==> src/rtl/finv_pkg.sv <==
// Shared table format for the finv reciprocal seed table: geometry, coefficient widths and
// the loader FSM encoding, so the loader and the table RAM agree on layout.
package finv_pkg;

  localparam int unsigned FINV_ENTRIES   = 1024;
  localparam int unsigned FINV_ADDR_W    = 10;
  localparam int unsigned FINV_COEF_W    = 24;
  localparam int unsigned FINV_DIV_CYC   = 35;
  localparam int unsigned FINV_BASE      = 1024;
  localparam int unsigned FINV_DIVISOR_W = 12;
  localparam int unsigned FINV_QUOT_W    = 25;
  localparam int unsigned FINV_CNT_W     = 6;
  localparam int unsigned FINV_SUM_W     = FINV_QUOT_W + 1;
  localparam int unsigned FINV_SQ_W      = 2 * FINV_COEF_W;

  localparam logic [FINV_DIV_CYC-1:0] FINV_DIVIDEND = 35'h4_0000_0000;

  typedef enum logic [2:0] {
    LD_IDLE,
    LD_PRIME,
    LD_DIV,
    LD_SQR,
    LD_WRITE,
    LD_DONE
  } finv_ld_state_t;

  typedef struct packed {
    logic [FINV_COEF_W-1:0] a;
    logic [FINV_COEF_W-1:0] b;
  } finv_coef_t;

endpackage

==> src/rtl/seq_udiv.sv <==
// Restoring unsigned divider of the constant FINV_DIVIDEND by a run-time divisor, one
// quotient bit per cycle; the final quotient is also offered combinationally on its last step.
module seq_udiv
  import finv_pkg::*;
(
  input  logic                      clk,
  input  logic                      rst_n,
  input  logic                      start,
  input  logic [FINV_DIVISOR_W-1:0] divisor,
  output logic                      valid_c,
  output logic [FINV_QUOT_W-1:0]    quotient_c,
  output logic [FINV_QUOT_W-1:0]    quotient
);

  localparam logic [FINV_CNT_W-1:0] LAST = FINV_CNT_W'(FINV_DIV_CYC - 1);

  logic [FINV_DIVISOR_W-1:0] dvsr;
  logic [FINV_DIVISOR_W-1:0] rem;
  logic [FINV_DIVISOR_W-1:0] rem_nx;
  logic [FINV_DIVISOR_W:0]   rem_sh;
  logic [FINV_QUOT_W-1:0]    q_sr;
  logic [FINV_CNT_W-1:0]     cnt;
  logic                      run;
  logic                      ge;

  // One shift-subtract step; dividend bits are consumed MSB first.
  always_comb begin
    rem_sh     = {rem, FINV_DIVIDEND[LAST - cnt]};
    ge         = rem_sh >= {1'b0, dvsr};
    rem_nx     = ge ? FINV_DIVISOR_W'(rem_sh - {1'b0, dvsr}) : FINV_DIVISOR_W'(rem_sh);
    quotient_c = {q_sr[FINV_QUOT_W-2:0], ge};
    valid_c    = run && (cnt == LAST);
  end

  // A new start on the completing edge takes over the working registers.
  always_ff @(posedge clk or negedge rst_n) begin
    if (!rst_n) begin
      dvsr     <= '0;
      rem      <= '0;
      q_sr     <= '0;
      cnt      <= '0;
      run      <= 1'b0;
      quotient <= '0;
    end else begin
      if (run) begin
        rem  <= rem_nx;
        q_sr <= quotient_c;
        if (valid_c) begin
          run      <= 1'b0;
          quotient <= quotient_c;
        end else begin
          cnt <= cnt + FINV_CNT_W'(1);
        end
      end
      if (start) begin
        dvsr <= divisor;
        rem  <= '0;
        q_sr <= '0;
        cnt  <= '0;
        run  <= 1'b1;
      end
    end
  end

endmodule

==> src/rtl/finv_table_loader.sv <==
// Rebuilds the finv reciprocal seed table at run time: one division per entry, then one
// squaring cycle and one RAM write cycle, strictly in address order.
module finv_table_loader
  import finv_pkg::*;
(
  input  logic                   clk,
  input  logic                   rst_n,
  input  logic                   start,
  output logic                   busy,
  output logic                   done,
  output logic                   load,
  output logic [FINV_ADDR_W-1:0] addr,
  output logic [FINV_COEF_W-1:0] in_a,
  output logic [FINV_COEF_W-1:0] in_b
);

  localparam logic [FINV_DIVISOR_W-1:0] BASE_D   = FINV_DIVISOR_W'(FINV_BASE);
  localparam logic [FINV_ADDR_W-1:0]    LAST_IDX = FINV_ADDR_W'(FINV_ENTRIES - 1);

  finv_ld_state_t            state;
  finv_ld_state_t            state_nx;
  logic [FINV_ADDR_W-1:0]    idx;
  logic [FINV_QUOT_W-1:0]    q_prev;
  finv_coef_t                coef;
  logic                      div_start_c;
  logic [FINV_DIVISOR_W-1:0] divisor_c;
  logic                      div_valid_c;
  logic [FINV_QUOT_W-1:0]    div_quot_c;
  logic [FINV_QUOT_W-1:0]    div_quot;
  logic [FINV_SUM_W-1:0]     sum_c;
  logic [FINV_COEF_W-1:0]    x0_c;
  logic [FINV_SQ_W-1:0]      sq_c;

  seq_udiv u_div (
    .clk        (clk),
    .rst_n      (rst_n),
    .start      (div_start_c),
    .divisor    (divisor_c),
    .valid_c    (div_valid_c),
    .quotient_c (div_quot_c),
    .quotient   (div_quot)
  );

  // Midpoint of adjacent quotients and its square.
  always_comb begin
    sum_c = {1'b0, q_prev} + {1'b0, div_quot};
    x0_c  = FINV_COEF_W'(sum_c >> 1);
    sq_c  = FINV_SQ_W'(x0_c) * FINV_SQ_W'(x0_c);
  end

  always_ff @(posedge clk or negedge rst_n) begin
    if (!rst_n) state <= LD_IDLE;
    else        state <= state_nx;
  end

  // Next state and divider launch; the divisor always targets q(1025+idx) of the coming DIV.
  always_comb begin
    state_nx    = state;
    div_start_c = 1'b0;
    divisor_c   = BASE_D + FINV_DIVISOR_W'(idx) + FINV_DIVISOR_W'(1);
    case (state)
      LD_IDLE: begin
        if (start) begin
          state_nx    = LD_PRIME;
          div_start_c = 1'b1;
          divisor_c   = BASE_D;
        end
      end
      LD_PRIME: begin
        if (div_valid_c) begin
          state_nx    = LD_DIV;
          div_start_c = 1'b1;
        end
      end
      LD_DIV: begin
        if (div_valid_c) state_nx = LD_SQR;
      end
      LD_SQR: state_nx = LD_WRITE;
      LD_WRITE: begin
        if (idx == LAST_IDX) begin
          state_nx = LD_DONE;
        end else begin
          state_nx    = LD_DIV;
          div_start_c = 1'b1;
          divisor_c   = BASE_D + FINV_DIVISOR_W'(idx) + FINV_DIVISOR_W'(2);
        end
      end
      LD_DONE: state_nx = LD_IDLE;
      default: state_nx = LD_IDLE;
    endcase
  end

  // Datapath and outputs; outputs are registered from the next state so they align with it.
  always_ff @(posedge clk or negedge rst_n) begin
    if (!rst_n) begin
      idx    <= '0;
      q_prev <= '0;
      coef   <= '0;
      addr   <= '0;
      load   <= 1'b0;
      busy   <= 1'b0;
      done   <= 1'b0;
    end else begin
      if (state == LD_IDLE && start) idx <= '0;
      if (state == LD_PRIME && div_valid_c) q_prev <= div_quot_c;
      if (state == LD_SQR) begin
        coef.b <= x0_c;
        coef.a <= FINV_COEF_W'(sq_c >> FINV_COEF_W);
        addr   <= idx;
      end
      if (state == LD_WRITE) begin
        q_prev <= div_quot;
        if (idx != LAST_IDX) idx <= idx + FINV_ADDR_W'(1);
      end
      load <= (state_nx == LD_WRITE);
      busy <= (state_nx != LD_IDLE) && (state_nx != LD_DONE);
      done <= (state_nx == LD_DONE);
    end
  end

  assign in_a = coef.a;
  assign in_b = coef.b;

endmodule

==> config.mk <==
export PLATFORM = sky130hd
export DESIGN_NAME = finv_table_loader
export DESIGN_NICKNAME = d
export VERILOG_FILES = /design/src/rtl/finv_pkg.sv /design/src/rtl/seq_udiv.sv /design/src/rtl/finv_table_loader.sv
export SDC_FILE = /design/constraint.sdc
export NUM_CORES = 1
export LEC_CHECK = 0
export CORE_ASPECT_RATIO = 1.1
export CORE_UTILIZATION = 59
export DETAILED_ROUTE_END_ITERATION = 6
export PLACE_DENSITY_LB_ADDON = 0.15
export SLEW_MARGIN = 5
export SYNTH_ARGS = -nofsm -noshare
export SYNTH_HDL_FRONTEND = slang
export SYNTH_SLANG_ARGS = --single-unit
export TNS_END_PERCENT = 50
==> constraint.sdc <==
create_clock -name clk -period 9.77 [get_ports clk]
set_clock_uncertainty 0.2 [all_clocks]
set_input_delay 0.977 -clock clk [delete_from_list [all_inputs] [get_ports clk]]
set_output_delay 0.977 -clock clk [all_outputs]
set_load 0.01 [all_outputs]
Yosys cells after proc, flatten, opt, wreduce, memory -nomap -nowiden
Memory sizes are Yosys's and may differ from the RTL's.
Cells that the tools add are included.
{ "totals": {"rom_bits": 64, "latchBits": 0, "out_inout_bits": 61, "mem_count": 1, "register_bits": 179, "ram_bits": 0} }
{ "mem_list": {"columns": ["name", "depth", "width", "rd", "rd_clocked_by_memory_dff", "wr", "line_no", "text"], "rows": [
  ["(name not given)", 64, 1, 1, 0, 0, "seq_udiv.sv:28", "rem_sh = {rem, FINV_DIVIDEND[LAST - cnt]};"]
]} }
{ "classes": {"n_reduce_logical": 10, "magnitude_cmp": 2, "n_eq_ne": 11, "n_bitwise": 0, "shifts": 0, "n_mux": 29, "multipliers": 1, "add_sub_neg": 8, "n_div": 0} }
{ "ops": {"columns": ["cell", "n"], "rows": [
  ["two-way mux 12 bit", 5],
  ["two-way mux 25 bit", 2],
  ["multiplier 24 x 24 -> 48 bit", 1],
  ["two-way mux 24 bit", 2],
  ["two-way mux 10 bit", 3],
  ["adder 25 bit", 1],
  ["one-hot mux 12 bit (2 select lines)", 1],
  ["two-way mux 6 bit", 3],
  ["one-hot mux 3 bit (5 select lines)", 1],
  ["greater-or-equal comparator 13 x 12 -> 1 bit", 1],
  ["adder 11 x 10 -> 12 bit (first input constant)", 1],
  ["adder 12 x 1 -> 12 bit (second input constant)", 1],
  ["adder 12 x 2 -> 12 bit (second input constant)", 1],
  ["two-way mux 3 bit", 4],
  ["subtractor 12 bit", 1],
  ["adder 10 x 1 -> 10 bit (second input constant)", 1],
  ["equality test 10 bit (second input constant)", 1],
  ["!= test 10 bit (second input constant)", 1],
  ["equality test 3 bit (second input constant)", 3],
  ["< comparator 6 x 7 -> 1 bit (second input constant)", 1],
  ["two-way mux 1 bit", 7],
  ["adder 6 x 1 -> 6 bit (second input constant)", 1],
  ["equality test 3 x 2 -> 1 bit (second input constant)", 2],
  ["equality test 6 bit (second input constant)", 1],
  ["other kinds (10)", 15]
]} }

Longest topological paths before layout
{ "depth": {"word_depth": 7, "mapped_depth": 41, "depth_no_buf": 39} }

Hierarchy
Synthesis repeated with hierarchy kept, for this count alone.
{ "unflattened": {"hier_cells": 2670, "hier_area_um2": 24553.5} }
{ "modules_own_cells": {"columns": ["mod", "area_per_inst_um2", "cells_each", "n_inst", "seq_area_each_um2"], "rows": [
  ["finv_table_loader", 20546.0, 2254, 1, 2477.4],
  ["seq_udiv", 4007.6, 416, 1, 2001.9]
]} }

Least setup slack after synthesis
No wires, ideal clock.
{ "synth_timing": {"path_type": "register to register", "from": "reg u_div.quotient[10]", "to": "reg coef, in the netlist in_a[22]", "path_slack_ps": 449, "n_path_buf": 2, "stages_incl_launch_ff": 40, "period_less_slack_ps": 9321, "t_arrival_ps": 8991, "setup_ps": 131, "required_ps": 9439, "path_cell_list": "dfrtp_1 > ha_1 > and3_1 > and3_1 > nand4_1 > o21ai_1 > o21a_1 > o21ai_0 > a21oi_1 > o21bai_1 > mux2i_1 > a221o_1 > clkbuf_1 > inv_1 > clkbuf_1 > nand2_1 > fa_1 > inv_1 > [4 not listed] > inv_1 > fa_1 > fa_1 > inv_1 > fa_1 > inv_1 > ha_1 > a21o_1 > a21o_1 > a221o_1 > a211o_1 > o21ai_2 > o41ai_4 > a21o_4 > a41oi_4 > o221ai_2 > xnor2_1 > o21ai_1"} }
{ "synth_via": {"elab_chain_cells": 2} }
{ "synth_rtl": {"columns": ["element", "line_no", "text"], "rows": [
  ["start, declared", "seq_udiv.sv:12", "output logic [FINV_QUOT_W-1:0] quotient"],
  ["start signal, assigned", "seq_udiv.sv:50", "quotient <= quotient_c;"],
  ["adder 25 bit", "finv_table_loader.sv:46", "sum_c = {1'b0, q_prev} + {1'b0, div_quot};"],
  ["net sum_c[21]", "finv_table_loader.sv:30", "logic [FINV_SUM_W-1:0] sum_c;"],
  ["multiplier 24 x 24 -> 48 bit", "finv_table_loader.sv:48", "sq_c = FINV_SQ_W'(x0_c) * FINV_SQ_W'(x0_c);"],
  ["end, declared", "finv_table_loader.sv:24", "finv_coef_t coef;"]
]} }
The timed path passes the listed nets, and every way through them passes these cells.
A chain may end at the register's enable or synchronous reset.

Final worst setup path
{ "layout_timing": {"from": "reg u_div.quotient[10]", "to": "reg coef, in the netlist in_a[19]"} }
{ "layout_via": {"elab_chain_cells": 2} }
{ "layout_rtl": {"columns": ["element", "line_no"], "rows": [
  ["adder 25 bit", "finv_table_loader.sv:46"],
  ["multiplier 24 x 24 -> 48 bit", "finv_table_loader.sv:48"]
]} }
Every way passes these cells.

==> run summary <==
syn_area_per_cell: 9.30 sq um
top cell type's share of synthesized area: 35.2%
fmax: 0.107 GHz
root buf cell: clkbuf_16
largest net degree at the start of global routing: 124
Tot GR Track Use: 32.4%
Initial Util: 60.2%
routability cong.: 0.998
area of the core: 40400 sq um
Pwr Density: 55.9 nW/um^2
DRC viols: 0
largest area contributor in the netlist: fa_1
port buffer count: 63
Syn Std Cell Area: 24300 sq um
layout cells sized above 1: 7.78%
Clk pin slew, worst setup/hold paths: 70 ps
CP dominant cell by count: fa_1
# diodes: 0
Clock Path Buffers: 2
outcome: complete, no violations
CP Data Arrival Time: 9480 ps
initial antenna violation count: 0
Hold Path Class: reg -> reg
Filler cells: 3263
Max-Cap Viols: 0
CP endpoint kind: register
Critical Setup Path Class: reg -> reg
Top FF cell, synth: dfrtp_1
Worst-Skew Late Latency: 470 ps
register area share after synthesis: 18.4%
Placed Instances: 3173
DR iter-0 viols: 976
Layout Cells excl Fill: 3213
Final ANT Viol Nets: 0
Static Leak: 14.1 nW
first-pass GRT wire length: 105 mm
register area: 4480 sq um
Worst EP required: 9880 ps
Multi-input gate area: 17700 sq um
total die area: 42000 sq um
DRT Pass-1 Iters: 6
combinational share of power: 1.1%
synth warn: 0
die width: 196 um
grt ovf: 0
register share of total power: 49.4%
Yosys cell types: 70
clock power share: 49.5%
vias in the first global route: 20313
max_slew headroom: 26.4%
P_sw: 360 uW
synth-to-layout area growth: 10.3%
Synth area leaders: fa_1, dfrtp_1, ha_1
Worst VDD drop: 136 uV
CP max-delay cell: fa_1
Final HPWL DP: 48.9 mm
FF+latch count, synth: 179
CP max stage delay: 560 ps
Syn Nets: 3247
Routed WL: 62.6 mm
Synth Instances: 2614
worst-margin pin slew: 1100 ps
Post-synth EDFFs: 0
CP startpoint kind: register
crit path max fanout: 6
Top Ports: 64
nets@finish: 3321
CTS tree: done
H-tree Lvls: 4
P_int: 1.14 mW
Die Y-Extent: 215 um
Async SR Flop Fraction: 100%
drt wl/cell: 19.5 um
num rows: 77
fin crit share: 95.9%
Final Setup Violations: 0
vias: 18445
cts hold-fix bufs: 0
Slew Limit Fails: 0
Via-to-Cell Ratio: 5.74
Sw Ratio: 24.0%
min Tclk post-route: 9370 ps
clk sinks: 179
Hold Violations, Final: 0
fin util: 66.4%
CTS Buf Count: 17
## final cells by class
type / count / area share (%)
multi-input cells: 1809 / 66.1
clock buffers: 18 / 1.64
flip-flops and latches: 179 / 16.7
repair buffers: 154 / 5.11
inverters: 527 / 7.38
well taps: 513 / 2.39
clock inverters: 13 / 0.700
## kinds of logic (layout without fill, tap and decap cells)
family          Yosys count  in the layout  synth area share [%]
simple gates            696            696                  12.1
fa+ha+maj               630            630                  45.6
compound gates          350            350                  8.91
xor+xnor                 70             70                  2.52
mux                      63             63                  2.73
flops                   179            179                  18.4
buf+inv                 626            712                  9.68
## per-layer routing
layer,GRT usage [%],vias up,share of wire (%)
met5,0,-,0
met4,18.4,0,6.3
met3,4.71,211,5.1
met2,56.2,621,51
met1,38.6,9321,38
li1,-,8292,-
## registers in the layout, indices dropped and copies added (netlist names), 3 cells and up
signal          flops
u_div.quotient     25
state               3
u_div.dvsr         12
in_a               24
addr               10
u_div.cnt           6
idx                10
q_prev             25
u_div.q_sr         24
u_div.rem          12
in_b               24
## stage by stage
step	cell area (sq um)	setup TNS [ps]	power, mW	setup slack (ps)	hold WS [ps]
2_1_floorplan	24300	0	0.756	449	250
3_3_place_gp	25900	0	0.772	135	261
3_5_place_dp	25900	-21.0	0.772	-21.0	269
4_1_cts	26600	0	1.51	56.8	286
5_1_grt	26800	-34.8	1.54	-25.6	304
6_report	26800	0	1.50	399	281
## cell usage after synthesis (all sizes together), types with 14 or more instances
cell / instances
a21o: 31
a21oi: 90
and3: 14
clkbuf: 91
dfrtp: 179
fa: 427
ha: 203
inv: 523
mux2: 27
mux2i: 36
nand2: 259
nand2b: 19
nand3: 26
nand4: 22
nor2: 295
nor2b: 20
o21ai: 128
o22ai: 29
xnor2: 51
xor2: 19
## critical path, delay by kind of cell, from the launching register on
family                     cells  cell delay [ps]
muxes                          1              120
DFF                            1              420
xor gates and xnor gates       1              160
and+or+nand+nor                5              760
adders and majority gates      9             4150
buffers and inverters          9              810
AOI/OAI and AO/OA             14             2590
## cells in the final DEF, fill, tap and decap left out, types with 62 or more instances in the layout
cell type | Yosys | routed
inv_1 | 523 | 521
fa_1 | 427 | 426
nor2_1 | 295 | 291
nand2_1 | 259 | 257
ha_1 | 203 | 194
dfrtp_1 | 179 | 178
o21ai_0 | 122 | 118
buf_4 | 0 | 87
a21oi_1 | 88 | 84
clkdlybuf4s50_1 | 0 | 62
## repair_timing
item / CTS / global route
gates cloned: 0 / 0
setup buffers: 0 / 9
gates resized for setup: 3 / 42
endpoints found under the setup margin: 4 / 15
pin swaps: 0 / 15
## power by group through the flow
stage	registers [mW]	clock network, mW	logic (mW)
5_1_grt	0.740	0.782	0.0194
3_3_place_gp	0.755	0	0.0168
3_5_place_dp	0.755	0	0.0172
2_1_floorplan	0.755	0	0.000517
6_report	0.740	0.742	0.0160
4_1_cts	0.740	0.756	0.0172
## final timing paths
path / from / to / slack, ps / cells after the start
min in group asynchronous: rst_n / u_div.rem[3] / 420 / 1
worst max-delay path: u_div.quotient[10] / in_a[19] / 400 / 39
worst min-delay path: in_b[7] / in_b[7] / 280 / 2
worst min register to register: in_b[7] / in_b[7] / 280 / 2
worst max register to register: u_div.quotient[10] / in_a[19] / 400 / 39
max in group asynchronous: rst_n / in_a[4] / 7580 / 2
No activity file was read; power rests on OpenSTA's default activity.
